<file path="src/rtl/toggle_activity_monitor_pkg.sv">
// Shared types and width constants for the toggle activity monitor.
package toggle_activity_monitor_pkg;

    localparam int unsigned WIDTH        = 128;
    localparam int unsigned WIN_LOG2     = 8;
    localparam int unsigned HD_W         = 8;
    localparam int unsigned ACC_W        = WIN_LOG2 + 8;
    localparam int unsigned STREAK_W     = 4;
    localparam int unsigned SLICE_W      = 8;
    localparam int unsigned SLICES       = WIDTH / SLICE_W;
    localparam int unsigned SLICE_CNT_W  = 4;
    localparam int unsigned DEF_THRESH   = 16384;
    localparam int unsigned DEF_PERSIST  = 4;

    typedef enum logic [1:0] {
        ST_IDLE  = 2'd0,
        ST_PRIME = 2'd1,
        ST_RUN   = 2'd2
    } state_t;

    function automatic logic [SLICE_CNT_W-1:0] popcount8(input logic [SLICE_W-1:0] x);
        logic [SLICE_CNT_W-1:0] n;
        n = '0;
        for (int i = 0; i < int'(SLICE_W); i++) begin
            n = n + SLICE_CNT_W'(x[i]);
        end
        return n;
    endfunction

endpackage

</file>
<file path="src/rtl/toggle_activity_monitor_popcount128_pipe.sv">
// Two-stage registered popcount of a 128-bit word with valid tracking.
module popcount128_pipe
    import toggle_activity_monitor_pkg::*;
(
    input  logic              clk,
    input  logic              rst,
    input  logic [WIDTH-1:0]  a,
    input  logic              in_valid,
    output logic [HD_W-1:0]   cnt,
    output logic              out_valid
);

    logic [SLICE_CNT_W-1:0] part [SLICES];
    logic [HD_W-1:0]        sum_c;
    logic                   v1;

    // Stage 1: per-byte popcounts; datapath needs no reset.
    always_ff @(posedge clk) begin
        for (int i = 0; i < int'(SLICES); i++) begin
            part[i] <= popcount8(a[i*SLICE_W +: SLICE_W]);
        end
    end

    always_comb begin
        sum_c = '0;
        for (int i = 0; i < int'(SLICES); i++) begin
            sum_c = sum_c + HD_W'(part[i]);
        end
    end

    // Stage 2: registered sum.
    always_ff @(posedge clk) begin
        cnt <= sum_c;
    end

    always_ff @(posedge clk) begin
        if (rst) begin
            v1        <= 1'b0;
            out_valid <= 1'b0;
        end else begin
            v1        <= in_valid;
            out_valid <= v1;
        end
    end

endmodule

</file>
<file path="src/rtl/toggle_activity_monitor.sv">
// Switching-activity trust monitor: windowed Hamming-distance totals with a sticky alarm.
module toggle_activity_monitor
    import toggle_activity_monitor_pkg::*;
#(
    parameter int unsigned THRESH  = DEF_THRESH,
    parameter int unsigned PERSIST = DEF_PERSIST
) (
    input  logic                clk,
    input  logic                rst,
    input  logic                en,
    input  logic [WIDTH-1:0]    bus,
    input  logic                alarm_clr,
    output logic [ACC_W-1:0]    win_count,
    output logic                win_valid,
    output logic [STREAK_W-1:0] hot_streak,
    output logic                alarm
);

    state_t                state;
    logic [WIDTH-1:0]      cur;
    logic                  hd_in_valid;
    logic                  hd_valid;
    logic [HD_W-1:0]       hd;
    logic [ACC_W-1:0]      acc;
    logic [WIN_LOG2-1:0]   hd_cnt;
    logic                  win_done;
    logic                  hot_c;
    logic                  set_c;
    logic [STREAK_W-1:0]   streak_next_c;

    // The HD of (bus, cur) enters the pipe on the edge that captures bus.
    assign hd_in_valid = (state == ST_RUN) && en;

    popcount128_pipe u_popcount (
        .clk       (clk),
        .rst       (rst),
        .a         (bus ^ cur),
        .in_valid  (hd_in_valid),
        .cnt       (hd),
        .out_valid (hd_valid)
    );

    // Monitor FSM; PRIME guarantees a fresh reference sample after every enable.
    always_ff @(posedge clk) begin
        if (rst) begin
            state <= ST_IDLE;
            cur   <= '0;
        end else begin
            case (state)
                ST_IDLE:  if (en) state <= ST_PRIME;
                ST_PRIME: begin
                    if (en) begin
                        cur   <= bus;
                        state <= ST_RUN;
                    end else begin
                        state <= ST_IDLE;
                    end
                end
                ST_RUN: begin
                    if (en) cur <= bus;
                    else    state <= ST_IDLE;
                end
                default:  state <= ST_IDLE;
            endcase
        end
    end

    always_comb begin
        hot_c         = 32'(acc) > THRESH;
        streak_next_c = '0;
        if (hot_c) begin
            if (hot_streak == STREAK_W'(PERSIST)) streak_next_c = hot_streak;
            else                                  streak_next_c = hot_streak + STREAK_W'(1);
        end
        set_c = win_done && hot_c && (streak_next_c == STREAK_W'(PERSIST));
    end

    // Window accumulation; the first HD of the next window lands on the report edge.
    always_ff @(posedge clk) begin
        if (rst) begin
            acc        <= '0;
            hd_cnt     <= '0;
            win_done   <= 1'b0;
            win_count  <= '0;
            win_valid  <= 1'b0;
            hot_streak <= '0;
            alarm      <= 1'b0;
        end else begin
            win_valid <= win_done;
            win_done  <= hd_valid && (hd_cnt == '1);
            if (hd_valid) hd_cnt <= hd_cnt + WIN_LOG2'(1);

            if (win_done) begin
                win_count <= acc;
                acc       <= hd_valid ? ACC_W'(hd) : '0;
            end else if (hd_valid) begin
                acc <= acc + ACC_W'(hd);
            end

            if (set_c) begin
                alarm      <= 1'b1;
                hot_streak <= STREAK_W'(PERSIST);
            end else if (alarm_clr) begin
                alarm      <= 1'b0;
                hot_streak <= '0;
            end else if (win_done) begin
                hot_streak <= streak_next_c;
            end
        end
    end

endmodule

</file>
<file path="config.mk">
export PLATFORM = sky130hd
export DESIGN_NAME = toggle_activity_monitor
export DESIGN_NICKNAME = d
export VERILOG_FILES = /design/src/rtl/toggle_activity_monitor_pkg.sv /design/src/rtl/toggle_activity_monitor_popcount128_pipe.sv /design/src/rtl/toggle_activity_monitor.sv
export SDC_FILE = /design/constraint.sdc
export NUM_CORES = 1
export LEC_CHECK = 0
export BUFFER_PORTS_ARGS = -buffer_cell sky130_fd_sc_hd__buf_2
export CORE_ASPECT_RATIO = 1.2
export CORE_UTILIZATION = 55
export CTS_CLUSTER_SIZE = 24
export DETAILED_ROUTE_END_ITERATION = 10
export PLACE_DENSITY = 0.76
export RECOVER_POWER = 100
export REMOVE_ABC_BUFFERS = 1
export SYNTH_ARGS = -nofsm -noshare
export SYNTH_HDL_FRONTEND = slang
export SYNTH_SLANG_ARGS = --single-unit
</file>
<file path="constraint.sdc">
create_clock -name clk -period 13.18 [get_ports clk]
set_input_delay 0.659 -clock clk [delete_from_list [all_inputs] [get_ports clk]]
set_output_delay 0.659 -clock clk [all_outputs]
set_load 0.005 [all_outputs]
</file>
Word-level counts from Yosys, hierarchy flattened
Memory sizes are Yosys's and may differ from the RTL's.
Index checks and enable logic that the tools add are counted.
{ "op_classes": {"n_eq_ne": 7, "n_div": 0, "shift": 0, "addsub": 130, "n_reduce_logical": 12, "muxes": 14, "order_cmp": 1, "bitwise": 1, "multipliers": 0} }
{ "op_table": {"columns": ["operator", "count"], "rows": [
  ["$add A4 B1 Y4", 96],
  ["$xor A128 B128 Y128", 1],
  ["$add A8 B4 Y8", 14],
  ["$add A1 B1 Y2", 16],
  ["$mux W16", 2],
  ["$add A16 B8 Y16", 1],
  ["$gt A16 B15 Y1 const B", 1],
  ["$mux W3", 3],
  ["$add A8 B1 Y8 const B", 1],
  ["$eq A4 B3 Y1 const B", 2],
  ["$eq A8 B8 Y1 const B", 1],
  ["$mux W4", 2],
  ["$mux W8", 1],
  ["$mux W2", 3],
  ["$pmux W2 S3", 1],
  ["$add A4 B4 Y5", 1],
  ["$add A4 B1 Y4 const B", 1],
  ["$logic_and A1 B1 Y1", 4],
  ["$ne A2 B2 Y1 const B", 2],
  ["$reduce_and A2 Y1", 2],
  ["$reduce_bool A2 Y1", 2],
  ["$reduce_bool A3 Y1", 1],
  ["$reduce_or A3 Y1", 1],
  ["$eq A2 B1 Y1 const B", 1],
  ["other kinds (4)", 5]
]} }
{ "word_totals": {"word_cells": 179, "latchBits": 0, "reg_bits": 187, "ram_bits": 64, "mem_count": 1, "romBits": 0, "inputBits": 132} }
{ "memory_table": {"columns": ["memory", "depth", "word_bits", "read_ports", "rd_ports_with_merged_regs", "wr", "line_no", "source"], "rows": [
  ["u_popcount.part", 16, 4, 16, 0, 16, "toggle_activity_monitor_popcount128_pipe.sv:13", "logic [SLICE_CNT_W-1:0] part [SLICES];"]
]} }

Logic depth before layout (Yosys ltp)
An unclocked memory read counts as a cell.
{ "logic_depth": {"depth_word": 16, "ltp_mapped": 20, "depth_no_buf": 20} }

Cells and area by module
A second synthesis with hierarchy kept.
{ "hier_totals": {"hier_cells": 1526, "hier_area_um2": 14049.7} }
{ "by_module_without_submodules": {"columns": ["mod", "area_per_inst_um2", "seq_area_each_um2", "cells_each", "instances"], "rows": [
  ["toggle_activity_monitor", 8167.8, 3543.4, 986, 1],
  ["popcount128_pipe", 5881.9, 1481.4, 540, 1]
]} }

Worst setup path after synthesis
Ideal clock, no wire load.
{ "synth_path": {"path_kind": "register -> register", "from": "memory u_popcount.part[0][1]", "to": "register u_popcount.cnt[7]", "t_arrival_ns": 5.312, "setup_ns": 0.072, "stages_incl_launch_ff": 21, "setup_slack_ns": 7.796, "synth_period_minus_slack_ns": 5.384, "n_path_buf": 0, "cell_sequence": "dfxtp_1 ha_1 a21o_1 a21oi_1 xnor2_1 fa_1 inv_1 fa_1 fa_1 inv_1 fa_1 fa_1 inv_1 fa_1 inv_1 ha_1 a21o_1 a21oi_1 o21bai_1 a21oi_1 xnor2_1"} }
{ "synth_lines": {"columns": ["element", "line_no", "source"], "rows": [
  ["start: declaration", "toggle_activity_monitor_popcount128_pipe.sv:13", null],
  ["end signal: assignment", "toggle_activity_monitor_popcount128_pipe.sv:33", "cnt <= sum_c;"],
  ["end: declaration", "toggle_activity_monitor_popcount128_pipe.sv:9", "output logic [HD_W-1:0] cnt,"]
]} }

Final worst setup path
{ "layout_path": {"from": "register state[1]", "to": "register cur[111]"} }
{ "layout_between": {"elab_chain_len": 3, "word_cells_on_any_way": 4, "cone_classes": "eq/ne: 2; reduce/logical: 2"} }
{ "layout_lines": {"columns": ["element", "line_no", "source"], "rows": [
  ["start: declaration", "toggle_activity_monitor.sv:19", "state_t state;"],
  ["start signal: assignment", "toggle_activity_monitor.sv:46", "state <= ST_IDLE;"],
  ["start signal: assignment", "toggle_activity_monitor.sv:50", "ST_IDLE: if (en) state <= ST_PRIME;"],
  ["start signal: assignment", "toggle_activity_monitor.sv:54", "state <= ST_RUN;"],
  ["$eq A2 B2 Y1 / $eq A2 B1 Y1 (equally long branches)", "toggle_activity_monitor.sv:49", "case (state)"],
  ["$reduce_or A2 Y1 (no source line) (*)", null, null],
  ["$reduce_and A2 Y1 (no source line) (*)", null, null],
  ["end signal: assignment", "toggle_activity_monitor.sv:53", "cur <= bus;"],
  ["end signal: assignment", "toggle_activity_monitor.sv:60", "if (en) cur <= bus;"],
  ["end: declaration", "toggle_activity_monitor.sv:20", "logic [WIDTH-1:0] cur;"]
]} }
Mark *: on every way between the ends. The rest lies on a longest branch, timed or not.
A chain may end at the register's enable or synchronous reset.

==> flow_summary.yaml <==
cells_and_area:
  fillerInstances: 2000
  finalCoreUtilization_pct: 64.4
  final_layout_size_suffix_gt1_share_pct: 12.2
  antenna_cells_inserted: 0
  flow.area_growth_from_synthesis_pct: 13.7
  num-nets-final: 1920
worst_setup_path:
  cp-end-kind: "register"
  required_ps: 13580
  critical_path_class: "reg -> reg"
  critical_path.cell_chain: "inv_1 > ha_1 > and2_0 > clkbuf_1 > nand2_1 > a21oi_1"
  startpoint_type: "register"
  arrival_ps: 6420
  worst_path_largest_cell_delay_ps: 2320
  worstPathMaxFanout: 73
  cpMaxStageDelayCell: "clkbuf_1"
grt:
  first_global_vias: 10100
  grt_antenna_before_repair: 0
  maximum_number_of_pins_on_one_net_before_global_route_repair: 91
  global_route.usage.total_pct: 21.4
  global_route_wire_length_before_repair_mm: 45.3
  overflow: 0
yosys:
  synthDominantAreaCellType: "dfxtp_1"
  syn_area_um2: 13700
  synthFlopType: "dfxtp_1"
  synth_largest_type_area_fraction_pct: 36.6
  synthesis.area_per_instance_um2: 9.37
  largest_cells_by_area_after_synthesis: "dfxtp_1, fa_1, xor2_1"
  synth-seq-cells: 251
  synth-seq-area-share_pct: 36.6
  synth_cell_type_count: 55
  postSynthCellCount: 1463
  synthArstFlopShare_pct: 0
  ys.warnings.count: 0
  number_of_flops_mapped_to_enable_cells_by_yosys: 0
route:
  drt_pre_antenna_iters: 4
  total_routed_wirelength_mm: 26.5
  drtAntennaViolNets: 0
  residual_drc: 0
  routed-via-count: 9766
  initialDrtViolationCount: 380
  routedWlPerCell_um: 13.7
  vias_per_cell: 5.06
timing:
  clock.fmax_mhz: 166
  clock_skew_ps: 10.3
  finalSetupViolCount: 0
  setup_total_neg_slack_ps: 0
  finalWorstSetupSlack_ps: 7160
  final_min_period_over_clock_period_pct: 45.7
  final.min_clock_period_ps: 6020
  report.final.hold_viol_count: 0
  worstMarginPinSlew_ps: 4100
  rsz0062_at_grt: "false"
  max-slew-margin-rel_pct: -173
  slew_viol_final: 333
placement:
  dp_worst_setup_slack_ps: 7540
  io_buffers: 153
  final_weighted_congestion_in_routability_driven_placement: 0.858
  dpl.hpwl_mm: 19.5
flow_run:
  max-cap-violations: 5
clocking:
  post-cts-setup-buffers: 0
  cts.htree.levels: 1
  cts_resized: 0
  cts.reportedPaths.clkPinSlew_ps: 60
  tritoncts_num_sinks: 251
  worst_skew_pair.late_latency_ps: 520
  ctsHoldBuffers: 0
  maximum_buffer_depth_of_the_clock_tree: 3
  clock_tree_from_tritoncts: "done"
  clock-root-buffer: "clkbuf_16"
  number_of_buffers_added_by_the_clock_tree_synthesis_step: 26
floorplanning:
  chipWidth_um: 146
  die_area_um2: 25600
  floorplan.rows: 62
  placeableCoreArea_um2: 24200
  floorplan.initialDensity_pct: 56.7
  ioPinCount: 154
  fp.dieH_um: 175
outcome:
  violations_in_the_final_reports: "max-capacitance violations, max-slew violations"
  run_status: "complete, but fails checks"
min_path:
  hold_path.class: "in -> reg"
cells in the mapped netlist, types with 2 or more instances:
library cell  instances
xnor2_1              36
nand4_1               9
dfxtp_1             251
o211a_1               2
o21ai_0              11
nor2b_1              19
a31oi_1               4
nand2b_1              2
or3_1                 5
o31ai_1               2
clkbuf_1             42
a211oi_1              2
a21oi_1             165
nand3_1               5
a22oi_1               8
a311oi_1              2
o22ai_1               2
nand2_1             282
a21o_1                7
and3_1                6
inv_1               153
fa_1                115
nor4_1                6
nor2_1               48
buf_2                 8
o211ai_1              4
xor2_1              123
ha_1                 82
buf_1                 7
a311o_1               2
nor3_1                9
mux2i_1              20
and2_1                2
flip-flops by register name, indices dropped and copies added, names as in the netlist:
register	flops
acc	16
alarm	1
cur	128
hd_cnt	8
hot_streak	4
state	2
u_popcount.cnt	8
u_popcount.out_valid	1
u_popcount.part	64
u_popcount.v1	1
win_count	16
win_done	1
win_valid	1
cell type report:
type,count,area (um2),area share (%)
tap,320,400,2.57
clock buffer,37,773,4.96
timing repair buffer,158,777,4.98
sequential,251,5020,32.2
clock inverter,9,159,1.02
multi-input combinational,1001,7880,50.6
inverter,153,574,3.68
metrics by stage:
stage,cells,area [um2],hold WS (ps)
detailed placement,1883,14700,425
global placement,1883,14700,424
finish,1929,15600,387
global route,1929,15600,379
floorplan,1405,13500,414
CTS,1929,15600,374
layout by cell type (no fill, tap or decap), types with 36 or more instances in the layout:
master / count
a21oi_1: 165
inv_1: 153
dfxtp_1: 251
xor2_1: 123
xnor2_1: 36
nor2_1: 48
fa_1: 115
ha_1: 82
nand2_1: 281
buf_2: 144
critical path, delay by kind of cell (launching register included):
kind            cells  cell delay (ps)
simple gates        2             2500
buf+inv             2             2390
compound gates      1              220
fa+ha+maj           1              320
flops               1              370
kinds of logic (layout without fill, tap and decap cells):
logic type / count (synthesis) / in the layout / share of synthesized area (%)
simple gates: 401 / 401 / 12.3
flops: 251 / 251 / 36.6
compound gates: 223 / 223 / 9.19
buf+inv: 211 / 357 / 5.92
fa+ha+maj: 197 / 197 / 24.3
xor+xnor: 159 / 159 / 10.2
mux: 21 / 21 / 1.54
per-layer routing:
layer  vias to the layer above  routed length, um  track usage (%)  part of all wire [%]
met2                       162              14400             41.4                    54
met5                         -                  0                0                     0
met4                         0                494             5.34                   1.9
met3                        50               1050             3.11                   4.0
li1                       4908                  -                -                     -
met1                      4646              10500             24.3                    40
worst paths after layout:
path                                 start                              end  slack (ps)  cells past startpoint
hold / removal                      bus[7]              cur[7]$_SDFFE_PP0P_         390                      3
setup reg to reg     state[1]$_SDFFE_PP0P_            cur[111]$_SDFFE_PP0P_        7160                      6
hold reg to reg   u_popcount.v1$_SDFF_PP0_  u_popcount.out_valid$_SDFF_PP0_         440                      1
setup / recovery     state[1]$_SDFFE_PP0P_            cur[111]$_SDFFE_PP0P_        7160                      6
Power is left out: the tool's default activity adds up to more than one toggle a clock period on the data nets, which glitch-free logic cannot reach.
